[config.mk]
export PLATFORM = sky130hd
export DESIGN_NAME = grf_writeback
export DESIGN_NICKNAME = d
export VERILOG_FILES = /design/src/rtl/mips_defs.sv /design/src/rtl/grf_read_port.sv /design/src/rtl/grf_writeback.sv
export SDC_FILE = /design/constraint.sdc
export NUM_CORES = 2
export LEC_CHECK = 0
export BUFFER_PORTS_ARGS = -buffer_cell sky130_fd_sc_hd__buf_2
export CAP_MARGIN = 20
export CORE_ASPECT_RATIO = 0.8
export CORE_MARGIN = 5
export CORE_UTILIZATION = 63
export CTS_BUF_LIST = sky130_fd_sc_hd__clkbuf_16
export CTS_CLUSTER_SIZE = 14
export DETAILED_ROUTE_END_ITERATION = 10
export GPL_TIMING_DRIVEN = 0
export PLACE_DENSITY = 0.81
export SLEW_MARGIN = 20
export SYNTH_ARGS = -nofsm -noshare
export SYNTH_HDL_FRONTEND = slang
export SYNTH_HIERARCHICAL = 1
export SYNTH_SLANG_ARGS = --single-unit
[constraint.sdc]
create_clock -name clk -period 1.7 [get_ports clk]
set_clock_uncertainty 0.05 [all_clocks]
set_input_delay 0.085 -clock clk [delete_from_list [all_inputs] [get_ports clk]]
set_output_delay 0.085 -clock clk [all_outputs]
set_load 0.01 [all_outputs]
[src/rtl/mips_defs.sv]
// rtl/mips_defs.sv - shared MIPS datapath constants for the register file slice
// Purpose: widths, well-known register numbers and the default trace reset PC.
// Ports: none (package).
package mips_defs;

  localparam int DATA_W = 32;
  localparam int ADDR_W = 5;

  localparam logic [ADDR_W-1:0] REG_ZERO = 5'd0;
  localparam logic [ADDR_W-1:0] REG_RA   = 5'd31;

  localparam logic [DATA_W-1:0] RESET_PC_DEFAULT = 32'h0000_3000;

endpackage

[src/rtl/grf_read_port.sv]
// rtl/grf_read_port.sv - one combinational register-file read port with bypass and $0 forcing
// Purpose: selects between zero, the in-flight write data and the stored register value.
// Ports:
//   ra          in  5   read address
//   we, wa, wd  in      write port of the same cycle (for bypass)
//   stored_data in  32  array contents at ra
//   rd          out 32  read data
module grf_read_port
  import mips_defs::*;
#(
  parameter bit BYPASS = 1'b1
) (
  input  logic [ADDR_W-1:0] ra,
  input  logic              we,
  input  logic [ADDR_W-1:0] wa,
  input  logic [DATA_W-1:0] wd,
  input  logic [DATA_W-1:0] stored_data,
  output logic [DATA_W-1:0] rd
);

  always_comb begin
    rd = stored_data;
    if (ra == REG_ZERO) begin
      rd = '0;
    end else if (BYPASS && we && (wa == ra)) begin
      // A write to $0 never reaches here because ra != 0 already.
      rd = wd;
    end
  end

endmodule

[src/rtl/grf_writeback.sv]
// rtl/grf_writeback.sv - MIPS general register file and write-back commit stage with trace
// Purpose: 31 writable 32-bit registers ($0 hardwired to zero), two combinational
//          read ports, and a registered one-cycle commit-trace record per write.
// Ports:
//   clk, reset           in      clock; asynchronous active-low reset
//   RA1, RA2             in  5   read addresses (rs, rt)
//   WE, WA, WD           in      write enable / address / data
//   PC                   in  32  PC of the committing instruction (trace only)
//   RD1, RD2             out 32  combinational read data
//   trace_valid/pc/addr/data out registered commit record
module grf_writeback
  import mips_defs::*;
#(
  parameter bit                BYPASS   = 1'b1,
  parameter logic [DATA_W-1:0] RESET_PC = RESET_PC_DEFAULT
) (
  input  logic              clk,
  input  logic              reset,
  input  logic [ADDR_W-1:0] RA1,
  input  logic [ADDR_W-1:0] RA2,
  input  logic              WE,
  input  logic [ADDR_W-1:0] WA,
  input  logic [DATA_W-1:0] WD,
  input  logic [DATA_W-1:0] PC,
  output logic [DATA_W-1:0] RD1,
  output logic [DATA_W-1:0] RD2,
  output logic              trace_valid,
  output logic [DATA_W-1:0] trace_pc,
  output logic [ADDR_W-1:0] trace_addr,
  output logic [DATA_W-1:0] trace_data
);

  // Entry 0 exists only so every 5-bit address indexes in range; it is never written.
  logic [DATA_W-1:0] regs [32];

  always_ff @(posedge clk or negedge reset) begin
    if (!reset) begin
      for (int i = 0; i < 32; i++) begin
        regs[i] <= '0;
      end
    end else if (WE && (WA != REG_ZERO)) begin
      regs[WA] <= WD;
    end
  end

  always_ff @(posedge clk or negedge reset) begin
    if (!reset) begin
      trace_valid <= 1'b0;
      trace_pc    <= RESET_PC;
      trace_addr  <= '0;
      trace_data  <= '0;
    end else begin
      trace_valid <= WE;
      if (WE) begin
        trace_pc   <= PC;
        trace_addr <= WA;
        trace_data <= (WA == REG_ZERO) ? '0 : WD;
      end
    end
  end

  grf_read_port #(.BYPASS(BYPASS)) u_read_port1 (
    .ra          (RA1),
    .we          (WE),
    .wa          (WA),
    .wd          (WD),
    .stored_data (regs[RA1]),
    .rd          (RD1)
  );

  grf_read_port #(.BYPASS(BYPASS)) u_read_port2 (
    .ra          (RA2),
    .we          (WE),
    .wa          (WA),
    .wd          (WD),
    .stored_data (regs[RA2]),
    .rd          (RD2)
  );

endmodule
Word level (Yosys, flattened, before mapping)

Index checks and enable logic that the tools add are counted.

Output and inout port bits: 134
Register bits: 1094
Bits of input ports: 82

Mux-type cells: 14
Eq/ne operators: 2
$lt $le $gt $ge: 4
Reductions and logical operators: 8
Bitwise gates (word level): 3

Operator list:

| operator                                                 | count |
|---|---|
| bitwise mux 1024 bit                                     | 1 |
| binary-select mux 32 bit (select 5 bit)                  | 2 |
| two-way mux 32 bit                                       | 10 |
| demux 32 bit (select 5 bit)                              | 1 |
| greater-or-equal comparator 6 bit, second input constant | 3 |
| NOT 5 -> 6 bit                                           | 3 |
| zero test 5 bit                                          | 3 |
| equality test 5 bit                                      | 2 |
| < comparator 6 x 1 -> 1 bit, second input constant       | 1 |
| nonzero test 5 bit                                       | 1 |
| logical AND 1 bit                                        | 4 |

Depth between registers and ports, before layout

Word-level depth: 6
Mapped depth: 10
Depth with buffers taken out: 7

By module

Netlist, hierarchy kept.

Modules (own cells, without submodules):

| module        | area an instance (um2) | times used | cells an instance |
|---|---|---|---|
| grf_writeback | 58418.5                | 1          | 4822 |
| grf_read_port | 640.6                  | 2          | 123 |

Least setup slack after synthesis

Ideal clock, no wire load.

Path kind: input to output
From: in RA2[1]
To: out RD2[17]
Stages on the path: 10
Buffers on the path: 4
Path slack: 0.089 ns
Required time: 1.565 ns
Data arrival time: 1.476 ns
Path through: buf_2 buf_4 buf_4 buf_4 mux2i_1 a21oi_1 nand3_1 nand3_1 nand2_1 o21ai_0

Longest elaborated chain between the ends: 6
Elaborated cells between the ends (all ways): 9
Classes of those cells: eq/ne: 1; mux: 5; bitwise: 1; reduce/logical: 2

Ends and longest elaborated chain:

| what                                                  | line                | source |
|---|---|---|
| from (decl)                                           | grf_writeback.sv:20 | `input logic [ADDR_W-1:0] RA2,` |
| NOT 5 -> 6 bit (implied by the code)                  | grf_writeback.sv:76 | `.stored_data (regs[RA2]),` |
| binary-select mux 32 bit (select 5 bit)               | grf_writeback.sv:76 |  |
| two-way mux 32 bit (implied by the code) (2 in a row) | grf_writeback.sv:76 |  |
| two-way mux 32 bit                                    | grf_read_port.sv:25 | `end else if (BYPASS && we && (wa == ra)) begin` |
| two-way mux 32 bit *                                  | grf_read_port.sv:23 | `if (ra == REG_ZERO) begin` |
| to (decl)                                             | grf_writeback.sv:26 | `output logic [DATA_W-1:0] RD2,` |

Every way passes the cells marked *; elsewhere a longest branch is shown, timed or not. The select of a mux whose other input is x is not followed.

Worst setup path in the final report

From: reg regs[941] (netlist name)
To: out RD2[13]

Longest elaborated chain between the ends: 5

Ends and longest elaborated chain:

| what                                                  | line                | source |
|---|---|---|
| from (decl)                                           | grf_writeback.sv:34 | `logic [DATA_W-1:0] regs [32];` |
| from (signal, indexed assignment)                     | grf_writeback.sv:39 | `regs[i] <= '0;` |
| from (signal, indexed assignment)                     | grf_writeback.sv:42 | `regs[WA] <= WD;` |
| binary-select mux 32 bit (select 5 bit)               | grf_writeback.sv:76 |  |
| two-way mux 32 bit (implied by the code) (2 in a row) | grf_writeback.sv:76 |  |
| two-way mux 32 bit                                    | grf_read_port.sv:25 |  |
| two-way mux 32 bit                                    | grf_read_port.sv:23 |  |

Every way passes these cells. The select of a mux whose other input is x is not followed.

==> flow_metrics.py <==
metrics = {
    "setup_path": {
        "start_kind": "flop",
        "max_stage_delay_ns": 0.45,
        "crit_path_cell_trace": "mux2i_1 -> a22o_1 -> nor3_4 -> a31oi_2 -> nand3_1 -> nand2_1 -> o21ai_2 -> buf_2",
        "cp_slowest_cell": "nor3_4",
        "worst-setup-path-type": "flop to primary output",
        "critPathRequiredTime_ns": 1.56,
        "arrival_ns": 2.71,
        "cp_max_fo": 3,
        "cp_num_buf_inv": 1,
        "critPathTopFamily": "compound AO/OA/AOI/OAI gates",
        "cp-end-kind": "primary output",
    },
    "logic_synthesis": {
        "yosysSeqAreaShare_pct": 45.9,
        "synth_nets": 5150,
        "avgSynthCellArea_sq_um": 11.8,
        "ys_async_sr_fraction_pct": 100,
        "syn-instance-count": 5068,
        "synth_edf_count": 0,
        "synth-main-ff-cell": "dfrtp_1",
        "netlist_area_sq_um": 59700,
        "yosysWarnings": 6,
        "synth.distinct_cells": 42,
        "ys_ff_latch": 1094,
    },
    "routing": {
        "drc": 0,
        "drtAntennaViolNets": 0,
        "viasPerCell": 6.98,
        "vias": 47800,
        "drt_wl_total_mm": 233,
        "dr.pass1.iters": 8,
        "drt_iter0_drc": 7818,
        "wire_per_inst_um": 34.0,
    },
    "sta": {
        "fin_crit_ns": 2.84,
        "hold_violations": 0,
        "relSlewSlack_pct": 26.2,
        "fmax_mhz": 352,
        "fin_hold_ws_ns": 0.0778,
        "timing.final.ws_setup_ns": -1.14,
        "setup_viol": 681,
        "fin_crit_sh_pct": 167,
        "worstMarginPinSlew_ns": 1.11,
        "tns_ns": -153.45,
        "slew_violations": 0,
        "rsz0062_at_grt": "yes",
    },
    "placement": {
        "gp_congestion": 1.02,
        "place_hpwl_mm": 167,
        "dpl_worst_slack_ns": -1.78,
        "port_buffers": 215,
    },
    "layout": {
        "fin_nets": 5591,
        "mostFrequentLayoutCells": "1092 x dfrtp_1, 1020 x mux2i_1, 980 x mux2_2",
        "drive_gt1_share_pct": 34.3,
        "fin_util_pct": 73.4,
        "n_fill_cell": 6454,
        "final_common_cell": "dfrtp_1",
        "syn2layout_area_growth_pct": 16.3,
    },
    "clocking": {
        "clock-root-buffer": "clkbuf_16",
        "clkTransAtPathRegs_ns": 0.06,
        "clock_sinks": 1094,
        "cts_max_path_buffers": 3,
        "cts_tree": "built",
        "insertion_delay_ns": 0.71,
        "htree_num_levels": 3,
        "numCtsBuffers": 110,
    },
    "pwr": {
        "p_switching_mw": 24.4,
        "ir_drop_uv": 1010,
        "pwr-share-comb_pct": 22.4,
        "leakagePower_nw": 33.0,
        "power_mw": 77.9,
        "p_clk_share_pct": 33.0,
        "p_int_mw": 53.6,
        "p_sw_share_pct": 31.3,
        "p_per_area_nw_per_um2": 1120,
        "power_frac_seq_pct": 44.6,
    },
    "global_routing": {
        "grt_antenna_before_repair": 20,
        "grt_max_degree": 133,
        "grt_usage_pct": 44.7,
        "grt_pass1_vias": 46700,
        "grt_pass1_wl_mm": 329,
        "gr-total-overflow": 0,
    },
    "hold_path": {
        "hold_class": "primary input to flop",
    },
    "die": {
        "die_x_um": 354,
        "start_util_pct": 63.2,
        "num_rows": 101,
        "die_h_um": 285,
        "core_sq_um": 94500,
        "dieArea_sq_um": 101000,
        "io_pins": 216,
    },
    "job": {
        "drv_cap": 0,
    },
    "outcome": {
        "failed_checks": "negative setup slack",
        "status": "finished, violations left",
    },
}
[through the flow]
| stage | cell area (sq um) | cells |
|---|---|---|
| global route | 69400 | 6838 |
| CTS | 68900 | 6819 |
| floorplan | 59700 | 5068 |
| global placement | 62300 | 6519 |
| finish | 69400 | 6840 |
| detailed placement | 62600 | 6529 |
[what timing repair did]
item                                    CTS  global route
pin swaps                               102            85
resized for setup                       468            96
hold endpoints to repair                359           123
gates cloned                              1             6
hold buffers                             77             2
endpoints found under the setup margin  392           935
setup buffers                             8            10
[layout make-up]
cell class | instances | area [sq um] | share of cell area, %
clock buffers | 113 | 2830 | 4.07
diodes | 3 | 7.51 | 0.0108
plain buffers | 520 | 3140 | 4.52
clock inverters | 91 | 921 | 1.33
flip-flops and latches | 1094 | 27400 | 39.4
inverters | 33 | 124 | 0.178
well taps | 1236 | 1550 | 2.23
multi-input cells | 3421 | 30900 | 44.5
repair buffers | 329 | 2570 | 3.71
[routing by layer]
layer	global-route usage [%]	vias to the layer above	wire [um]
met5	0.905	-	329
met3	18.6	788	34900
li1	-	19400	-
met4	22.6	23	14800
met1	60.3	24000	88600
met2	62.2	3474	94300
[worst register-to-register path, cell delays in order, from the launching register on]
cell and delay, ns:
dfrtp_1 0.41, buf_4 0.15, mux2_2 0.26
[Yosys cell counts (3+ instances only)]
library cell / number / area [sq um]
o21ai_0: 87 / 435
nor2_2: 6 / 37.5
nand2b_1: 4 / 25.0
o21ai_1: 10 / 50.1
nor2_4: 8 / 90.1
nor3b_2: 3 / 37.5
nand2_1: 308 / 1160
a31oi_1: 64 / 400
mux2_1: 48 / 541
buf_6: 12 / 135
clkbuf_1: 248 / 931
nand4_1: 64 / 400
nand3_1: 192 / 961
and2_1: 6 / 37.5
a22oi_1: 192 / 1440
buf_1: 27 / 101
mux2_2: 980 / 11000
buf_2: 148 / 741
buf_4: 85 / 638
inv_1: 33 / 124
dfrtp_1: 1092 / 27300
nor2_1: 8 / 30.0
mux2i_1: 1024 / 10200
nor2b_1: 4 / 25.0
a22o_1: 128 / 1120
xor2_1: 8 / 70.1
a21oi_1: 192 / 961
nor3_1: 66 / 330
[power groups by stage]
stage                     combinational [mW]  sequential, mW  clock, mW
after CTS                               16.7            34.5       25.7
after floorplan                         10.7            33.8          0
final                                   17.5            34.7       25.7
after global routing                    18.4            35.2       26.8
after detailed placement                15.7            34.9          0
after global placement                  15.1            34.5          0
[state kept, by name, indices dropped and copies added (netlist names)]
register / count
trace_pc: 32
trace_data: 32
trace_addr: 5
regs: 1024
trace_valid: 1
[worst paths after layout]
kind                                  startpoint  cells after the start                        to  slack, ns
max                        regs[941]$_DFFE_PN0P_                      8                   RD2[13]      -1.14
min                                       PC[25]                      3  trace_pc[25]$_DFFE_PN0P_       0.08
max reg2reg                regs[881]$_DFFE_PN0P_                      2     regs[881]$_DFFE_PN0P_       0.72
min reg2reg                regs[994]$_DFFE_PN0P_                      1     regs[994]$_DFFE_PN0P_       0.44
max in group asynchronous                  reset                     11  trace_pc[13]$_DFFE_PN1P_      -0.50
min in group asynchronous                  reset                      8     regs[289]$_DFFE_PN0P_       0.59
[logic make-up after synthesis]
kind of cell | share of synthesized area, %
and+or+nand+nor | 5.56
AOI/OAI and AO/OA | 7.40
buffers and inverters | 4.47
DFF | 45.9
xor gates and xnor gates | 0.147
muxes | 36.6
Note: power is estimated with default switching activity, not from simulation.
